===== src/rtl/div_seq_pkg.sv =====
// Shared encodings for the EX-stage divide sequencer: FSM states, handshake
// levels and the aluop codes EX decodes into a divide request.
package div_seq_pkg;

  typedef enum logic [1:0] {
    DivFree   = 2'b00,
    DivByZero = 2'b01,
    DivOn     = 2'b10,
    DivEnd    = 2'b11
  } div_state_e;

  localparam logic DivStart          = 1'b1;
  localparam logic DivStop           = 1'b0;
  localparam logic DivResultReady    = 1'b1;
  localparam logic DivResultNotReady = 1'b0;

  localparam logic [7:0] EXE_DIV_OP  = 8'b0001_1010;
  localparam logic [7:0] EXE_DIVU_OP = 8'b0001_1011;

  function automatic logic [31:0] neg32(input logic [31:0] v);
    return ~v + 32'd1;
  endfunction

endpackage


===== src/rtl/div_seq_if.sv =====
// EX <-> divider handshake bundle: operands and control in, HI/LO result,
// ready flag and stall request out.
interface div_seq_if;
  logic        signed_div_i;
  logic [31:0] opdata1_i;
  logic [31:0] opdata2_i;
  logic        start_i;
  logic        annul_i;
  logic [63:0] result_o;
  logic        ready_o;
  logic        stallreq_o;

  modport master (
    output signed_div_i, opdata1_i, opdata2_i, start_i, annul_i,
    input  result_o, ready_o, stallreq_o
  );

  modport slave (
    input  signed_div_i, opdata1_i, opdata2_i, start_i, annul_i,
    output result_o, ready_o, stallreq_o
  );
endinterface


===== src/rtl/div_seq_step.sv =====
// One restoring-division iteration. Work register layout:
// [64:32] partial remainder, [31:0] dividend bits still to consume / quotient.
module div_step (
  input  logic [64:0] i_work,
  input  logic [31:0] i_divisor,
  output logic [64:0] o_work
);
  logic [64:0] w_shift;
  logic [32:0] w_diff;
  logic        w_unused_msb;

  // The partial remainder always stays below the divisor, so bit 64 is
  // never set on entry and is discarded by the shift.
  assign w_unused_msb = i_work[64];
  assign w_shift      = {i_work[63:0], 1'b0};
  assign w_diff       = w_shift[64:32] - {1'b0, i_divisor};
  assign o_work       = w_diff[32] ? w_shift : {w_diff, w_shift[31:1], 1'b1};
endmodule


===== src/rtl/div_seq.sv =====
// 32-iteration DIV/DIVU sequencer with pipeline stall request.
// Signed handling is compiled in only when DIV_SIGNED_EN is defined.
module div_seq
  import div_seq_pkg::*;
(
  input  logic     clk,
  input  logic     rst,
  div_seq_if.slave bus
);
  div_state_e  r_state;
  div_state_e  w_state_nxt;
  logic [4:0]  r_cnt;
  logic [64:0] r_work;
  logic [64:0] w_work_nxt;
  logic [31:0] r_divisor;
  logic [63:0] r_result;
  logic        r_ready;
  logic        w_accept;
  logic        w_stall;
  logic        w_latch;
  logic        w_iter;
  logic        w_done;
  logic        w_zero_done;
  logic        w_release;
  logic [31:0] w_dvd_mag;
  logic [31:0] w_dvs_mag;
  logic [31:0] w_quot;
  logic [31:0] w_rem;
  logic        w_unused_work_msb;

  assign w_accept = (bus.start_i == DivStart) && !bus.annul_i;

  div_step u_step (
    .i_work    (r_work),
    .i_divisor (r_divisor),
    .o_work    (w_work_nxt)
  );

  assign w_unused_work_msb = w_work_nxt[64];

`ifdef DIV_SIGNED_EN
  logic w_dvd_neg;
  logic w_dvs_neg;
  logic r_neg_q;
  logic r_neg_r;

  assign w_dvd_neg = bus.signed_div_i & bus.opdata1_i[31];
  assign w_dvs_neg = bus.signed_div_i & bus.opdata2_i[31];
  assign w_dvd_mag = w_dvd_neg ? neg32(bus.opdata1_i) : bus.opdata1_i;
  assign w_dvs_mag = w_dvs_neg ? neg32(bus.opdata2_i) : bus.opdata2_i;

  // Quotient sign follows operand-sign mismatch; remainder follows dividend.
  always_ff @(posedge clk) begin
    if (rst) begin
      r_neg_q <= 1'b0;
      r_neg_r <= 1'b0;
    end else if (w_latch) begin
      r_neg_q <= w_dvd_neg ^ w_dvs_neg;
      r_neg_r <= w_dvd_neg;
    end
  end

  assign w_quot = r_neg_q ? neg32(w_work_nxt[31:0])  : w_work_nxt[31:0];
  assign w_rem  = r_neg_r ? neg32(w_work_nxt[63:32]) : w_work_nxt[63:32];
`else
  logic w_unused_signed;

  assign w_unused_signed = bus.signed_div_i;
  assign w_dvd_mag       = bus.opdata1_i;
  assign w_dvs_mag       = bus.opdata2_i;
  assign w_quot          = w_work_nxt[31:0];
  assign w_rem           = w_work_nxt[63:32];
`endif

  always_ff @(posedge clk) begin
    if (rst) r_state <= DivFree;
    else     r_state <= w_state_nxt;
  end

  always_comb begin
    w_state_nxt = r_state;
    w_stall     = 1'b0;
    w_latch     = 1'b0;
    w_iter      = 1'b0;
    w_done      = 1'b0;
    w_zero_done = 1'b0;
    w_release   = 1'b0;
    case (r_state)
      DivFree: begin
        if (w_accept) begin
          w_stall = 1'b1;
          if (bus.opdata2_i == 32'd0) begin
            w_state_nxt = DivByZero;
          end else begin
            w_state_nxt = DivOn;
            w_latch     = 1'b1;
          end
        end
      end
      DivByZero: begin
        w_stall = 1'b1;
        if (bus.annul_i) begin
          w_state_nxt = DivFree;
        end else begin
          w_state_nxt = DivEnd;
          w_zero_done = 1'b1;
        end
      end
      DivOn: begin
        w_stall = 1'b1;
        if (bus.annul_i) begin
          w_state_nxt = DivFree;
        end else begin
          w_iter = 1'b1;
          if (r_cnt == 5'd31) begin
            w_state_nxt = DivEnd;
            w_done      = 1'b1;
          end
        end
      end
      DivEnd: begin
        if (bus.start_i == DivStop) begin
          w_state_nxt = DivFree;
          w_release   = 1'b1;
        end
      end
      default: w_state_nxt = DivFree;
    endcase
  end

  always_ff @(posedge clk) begin
    if (rst) begin
      r_cnt     <= 5'd0;
      r_work    <= 65'd0;
      r_divisor <= 32'd0;
    end else if (w_latch) begin
      r_cnt     <= 5'd0;
      r_work    <= {33'd0, w_dvd_mag};
      r_divisor <= w_dvs_mag;
    end else if (w_iter) begin
      r_cnt  <= r_cnt + 5'd1;
      r_work <= w_work_nxt;
    end
  end

  // The final iteration's result is signed-corrected on the way into END.
  always_ff @(posedge clk) begin
    if (rst || w_release) begin
      r_result <= 64'd0;
      r_ready  <= DivResultNotReady;
    end else if (w_done) begin
      r_result <= {w_rem, w_quot};
      r_ready  <= DivResultReady;
    end else if (w_zero_done) begin
      r_result <= 64'd0;
      r_ready  <= DivResultReady;
    end
  end

  assign bus.result_o   = r_result;
  assign bus.ready_o    = r_ready;
  assign bus.stallreq_o = w_stall;
endmodule


===== src/flat_wrapper.sv =====
// flat-port wrapper written by rule: the top's interface ports become plain ports
module div_seq_flat import div_seq_pkg::*;
  (clk, rst, bus_signed_div_i, bus_opdata1_i, bus_opdata2_i, bus_start_i, bus_annul_i, bus_result_o, bus_ready_o, bus_stallreq_o);
  div_seq_if bus_i ();
  input  logic clk;
  input  logic rst;
  input wire logic [$bits(bus_i.signed_div_i)-1:0] bus_signed_div_i;
  input wire logic [$bits(bus_i.opdata1_i)-1:0] bus_opdata1_i;
  input wire logic [$bits(bus_i.opdata2_i)-1:0] bus_opdata2_i;
  input wire logic [$bits(bus_i.start_i)-1:0] bus_start_i;
  input wire logic [$bits(bus_i.annul_i)-1:0] bus_annul_i;
  output wire logic [$bits(bus_i.result_o)-1:0] bus_result_o;
  output wire logic [$bits(bus_i.ready_o)-1:0] bus_ready_o;
  output wire logic [$bits(bus_i.stallreq_o)-1:0] bus_stallreq_o;
  assign bus_i.signed_div_i = bus_signed_div_i;
  assign bus_i.opdata1_i = bus_opdata1_i;
  assign bus_i.opdata2_i = bus_opdata2_i;
  assign bus_i.start_i = bus_start_i;
  assign bus_i.annul_i = bus_annul_i;
  assign bus_result_o = bus_i.result_o;
  assign bus_ready_o = bus_i.ready_o;
  assign bus_stallreq_o = bus_i.stallreq_o;
  div_seq u_core (.clk(clk), .rst(rst), .bus(bus_i));
endmodule

===== config.mk =====
export PLATFORM = sky130hd
export DESIGN_NAME = div_seq_flat
export DESIGN_NICKNAME = d
export VERILOG_FILES = /design/src/rtl/div_seq_pkg.sv /design/src/rtl/div_seq_if.sv /design/src/rtl/div_seq_step.sv /design/src/rtl/div_seq.sv /design/src/flat_wrapper.sv
export SDC_FILE = /design/constraint.sdc
export NUM_CORES = 1
export LEC_CHECK = 0
export BUFFER_PORTS_ARGS = -buffer_cell sky130_fd_sc_hd__buf_4
export CORE_MARGIN = 1
export CORE_UTILIZATION = 60
export CTS_CLUSTER_DIAMETER = 50
export CTS_CLUSTER_SIZE = 24
export DETAILED_ROUTE_END_ITERATION = 10
export PLACE_DENSITY_LB_ADDON = 0.15
export SLEW_MARGIN = 25
export SYNTH_ARGS = -nofsm -noshare
export SYNTH_HDL_FRONTEND = slang
export SYNTH_SLANG_ARGS = --single-unit

===== constraint.sdc =====
create_clock -name clk -period 6.7 [get_ports clk]
set_clock_uncertainty 0.1 [all_clocks]
set_input_delay 0.67 -clock clk [delete_from_list [all_inputs] [get_ports clk]]
set_output_delay 0.67 -clock clk [all_outputs]
set_load 0.01 [all_outputs]

==> metrics.csv <==
metric;value;unit
outcome;finished clean;
overall routing resource usage;29.4;%
initial cell density of the core;62.1;%
setup bufs post-CTS;0;
Final period util;62.2;%
Post-synth EDFFs;0;
die width;119;um
Clock Sinks;168;
FP Rows;42;
CTS buffer count;17;
final hold vios;0;
RSZ-0062 raised after global routing;false;
HPWL Detailed;13700;um
Worst-Margin Slew;0.983;ns
Final Util;74.0;%
CP startpoint kind;register;
final instance area;9870;um2
pwr/cell area;461;nW/um2
TritonCTS clock tree;done;
number of max-cap violations;0;
setup slack, reg-to-reg;2.53;ns
drt wl/cell;15.7;um
CTS root buf;clkbuf_16;
Vias per Instance;5.84;
max-slew violations;0;
setup TNS;0;ns
crit end category;register;
final wirelength;20800;um
Slew HR;34.4;%
placed cell area;9280;um2
Max Clk Rate;240;MHz
first-pass GRT wire length;33700;um
Final ANT Viol Nets;0;
largest net degree at the start of global routing;95;
syn nets;1153;
Synthesis Warnings;0;
Longest Clk Path Bufs;2;
vias in the first global route;6975;
Avg Synthesized Cell Area;7.93;um2
Worst Hold Class;register to register;
Synth top area share;40.6;%
IO Count;135;
drc violations;0;
Mapped Cells;1044;
Max FO, Critical Path;34;
Nets;1247;
Worst-Skew Late Latency;0.43;ns
Primary FF master, synth;dfxtp_1;
cell area after synthesis;8280;um2
Hold Worst Slack;0.350;ns
via count;7739;
Core Region;13300;um2
post-synthesis async set-or-reset flop share;0;%
Iteration-0 DRC Markers;616;
Post-CTS Resized;0;
Clk pin slew, worst setup/hold paths;0.06;ns
Final Setup Violations;0;
TritonRoute pass-1 iters;5;
register area share after synthesis;40.6;%
R2R cell count;13;
die height;119;um
synth-to-layout area growth;19.2;%
post-synth cell types;54;
die area;14300;um2
n_diodes;0;
CP Data Required Time;6.90;ns
IR Drop Worst-Case VDD;0.000405;V
layout cells sized above 1;16.3;%
#FFs+latches synth;168;
Post-CTS Hold Buffers;0;
initial antenna violation count;0;
H-tree Lvls;4;
Leakage;4.02;nW
area leader, netlist;dfxtp_1;
hold path cells;2;
synth top area cells;dfxtp_1 41%, nand2_1 9.6%, ha_1 5.9%, a21oi_1 5.6%, nor2_1 4.3%;
Tmin final;4.17;ns
gpl congestion;0.900;
port bufs;133;
Crit Path Class;register to register;
GRT overflow;0;
Worst Path Arrival;4.36;ns
[path summary, 6_finish.rpt]
check,start,endpoint
max,u_core.r_work[31]$_SDFFE_PP0P_,u_core.bus.result_o[39]$_SDFFE_PP0P_
min,u_core.bus.result_o[62]$_SDFFE_PP0P_,u_core.bus.result_o[62]$_SDFFE_PP0P_
max reg2reg,u_core.r_work[31]$_SDFFE_PP0P_,u_core.bus.result_o[39]$_SDFFE_PP0P_
min reg2reg,u_core.bus.result_o[62]$_SDFFE_PP0P_,u_core.bus.result_o[62]$_SDFFE_PP0P_
[registers in the layout, summed over array words and instances (netlist names)]
register	count
u_core.r_state	2
u_core.bus.result_o	64
u_core.r_work	64
u_core.r_cnt	5
u_core.r_divisor	32
u_core.bus.ready_o	1
[metrics by stage]
stage | setup WS [ns] | power [mW] | instances
2_1_floorplan | 3.67 | 3.17 | 1044
3_3_place_gp | 2.63 | 3.52 | 1295
3_5_place_dp | 2.60 | 3.55 | 1295
4_1_cts | 2.58 | 4.54 | 1326
5_1_grt | 2.27 | 4.87 | 1326
6_report | 2.53 | 4.55 | 1326
[cell families after synthesis]
family                   synth area share, %
AO/OA/AOI/OAI                           23.8
XOR/XNOR                                3.17
adder cells (fa/ha/maj)                 6.13
buffers and inverters                   5.77
flip-flops                              40.6
multiplexers                            2.18
AND/OR/NAND/NOR                         18.3
[final cells by class]
class / count / area, um2
fill: 1048 / 3480
timing repair buffer: 142 / 1070
multi-input combinational: 765 / 4470
clock buffer: 21 / 470
inverter: 44 / 165
tap: 176 / 220
clock inverter: 10 / 119
sequential: 168 / 3360
[cells in the mapped netlist (2+ instances only)]
master     instances
a21oi_1           93
nand2_1          211
xnor2_1           18
inv_1             44
nor3_1             5
o2111ai_1          2
o211ai_1          10
ha_1              39
a22oi_1           32
mux2i_1           18
a211o_1            4
a21o_1            13
nand3_1            7
xor2_1            12
nor2_1            94
buf_1              4
nand4_1            8
a211oi_1           7
a211oi_2           2
o21a_1             9
a311oi_1          33
and2_1             4
and3_1             3
a21oi_2            2
clkbuf_1          56
or3_1              3
nor4_1            11
o21ai_0           62
buf_6              6
a31oi_1            5
and2_0             2
dfxtp_1          168
or2_2              4
nor3b_1            2
nand2b_1           4
o21bai_1           4
o21ai_1           24
nor2b_1            3
[placed cells by master, fill, tap and decap left out, drive strengths merged, types with 21 or more instances in the layout]
| master | netlist | layout |
|---|---|---|
| nand2 | 211 | 211 |
| dfxtp | 168 | 168 |
| buf | 11 | 142 |
| a21oi | 96 | 96 |
| nor2 | 94 | 94 |
| o21ai | 86 | 86 |
| inv | 44 | 45 |
| ha | 39 | 39 |
| a311oi | 33 | 33 |
| a22oi | 32 | 32 |
| clkbuf | 56 | 21 |
[layer usage]
layer | share of wire [%] | vias to the layer above | routed length [um] | track usage [%]
met3 | 5.7 | 23 | 1180 | 5.80
met4 | 1.6 | 0 | 322 | 9.22
met5 | 0 | - | 0 | 0
met1 | 45 | 3649 | 9300 | 38.3
li1 | - | 3834 | - | -
met2 | 48 | 233 | 9970 | 49.1
[critical path, cell delays in order (launching register included)]
cell      delay (ns)
dfxtp_1         0.32
inv_1           0.08
ha_1            0.17
inv_1           0.06
fa_1            0.43
a211oi_2        0.24
o211ai_1        0.20
a21oi_2         0.31
a211oi_1        0.14
or3_4           0.37
a211oi_4        0.58
buf_4           0.54
mux2i_1         0.35
o21ai_0         0.15
[power breakdown]
part / switching [mW] / leakage [nW] / internal, mW
logic: 1.43 / 2.37 / 0.933
registers: 0.0885 / 1.36 / 1.12
clock network: 0.399 / 0.282 / 0.577
(Power assumes the default switching activity.)
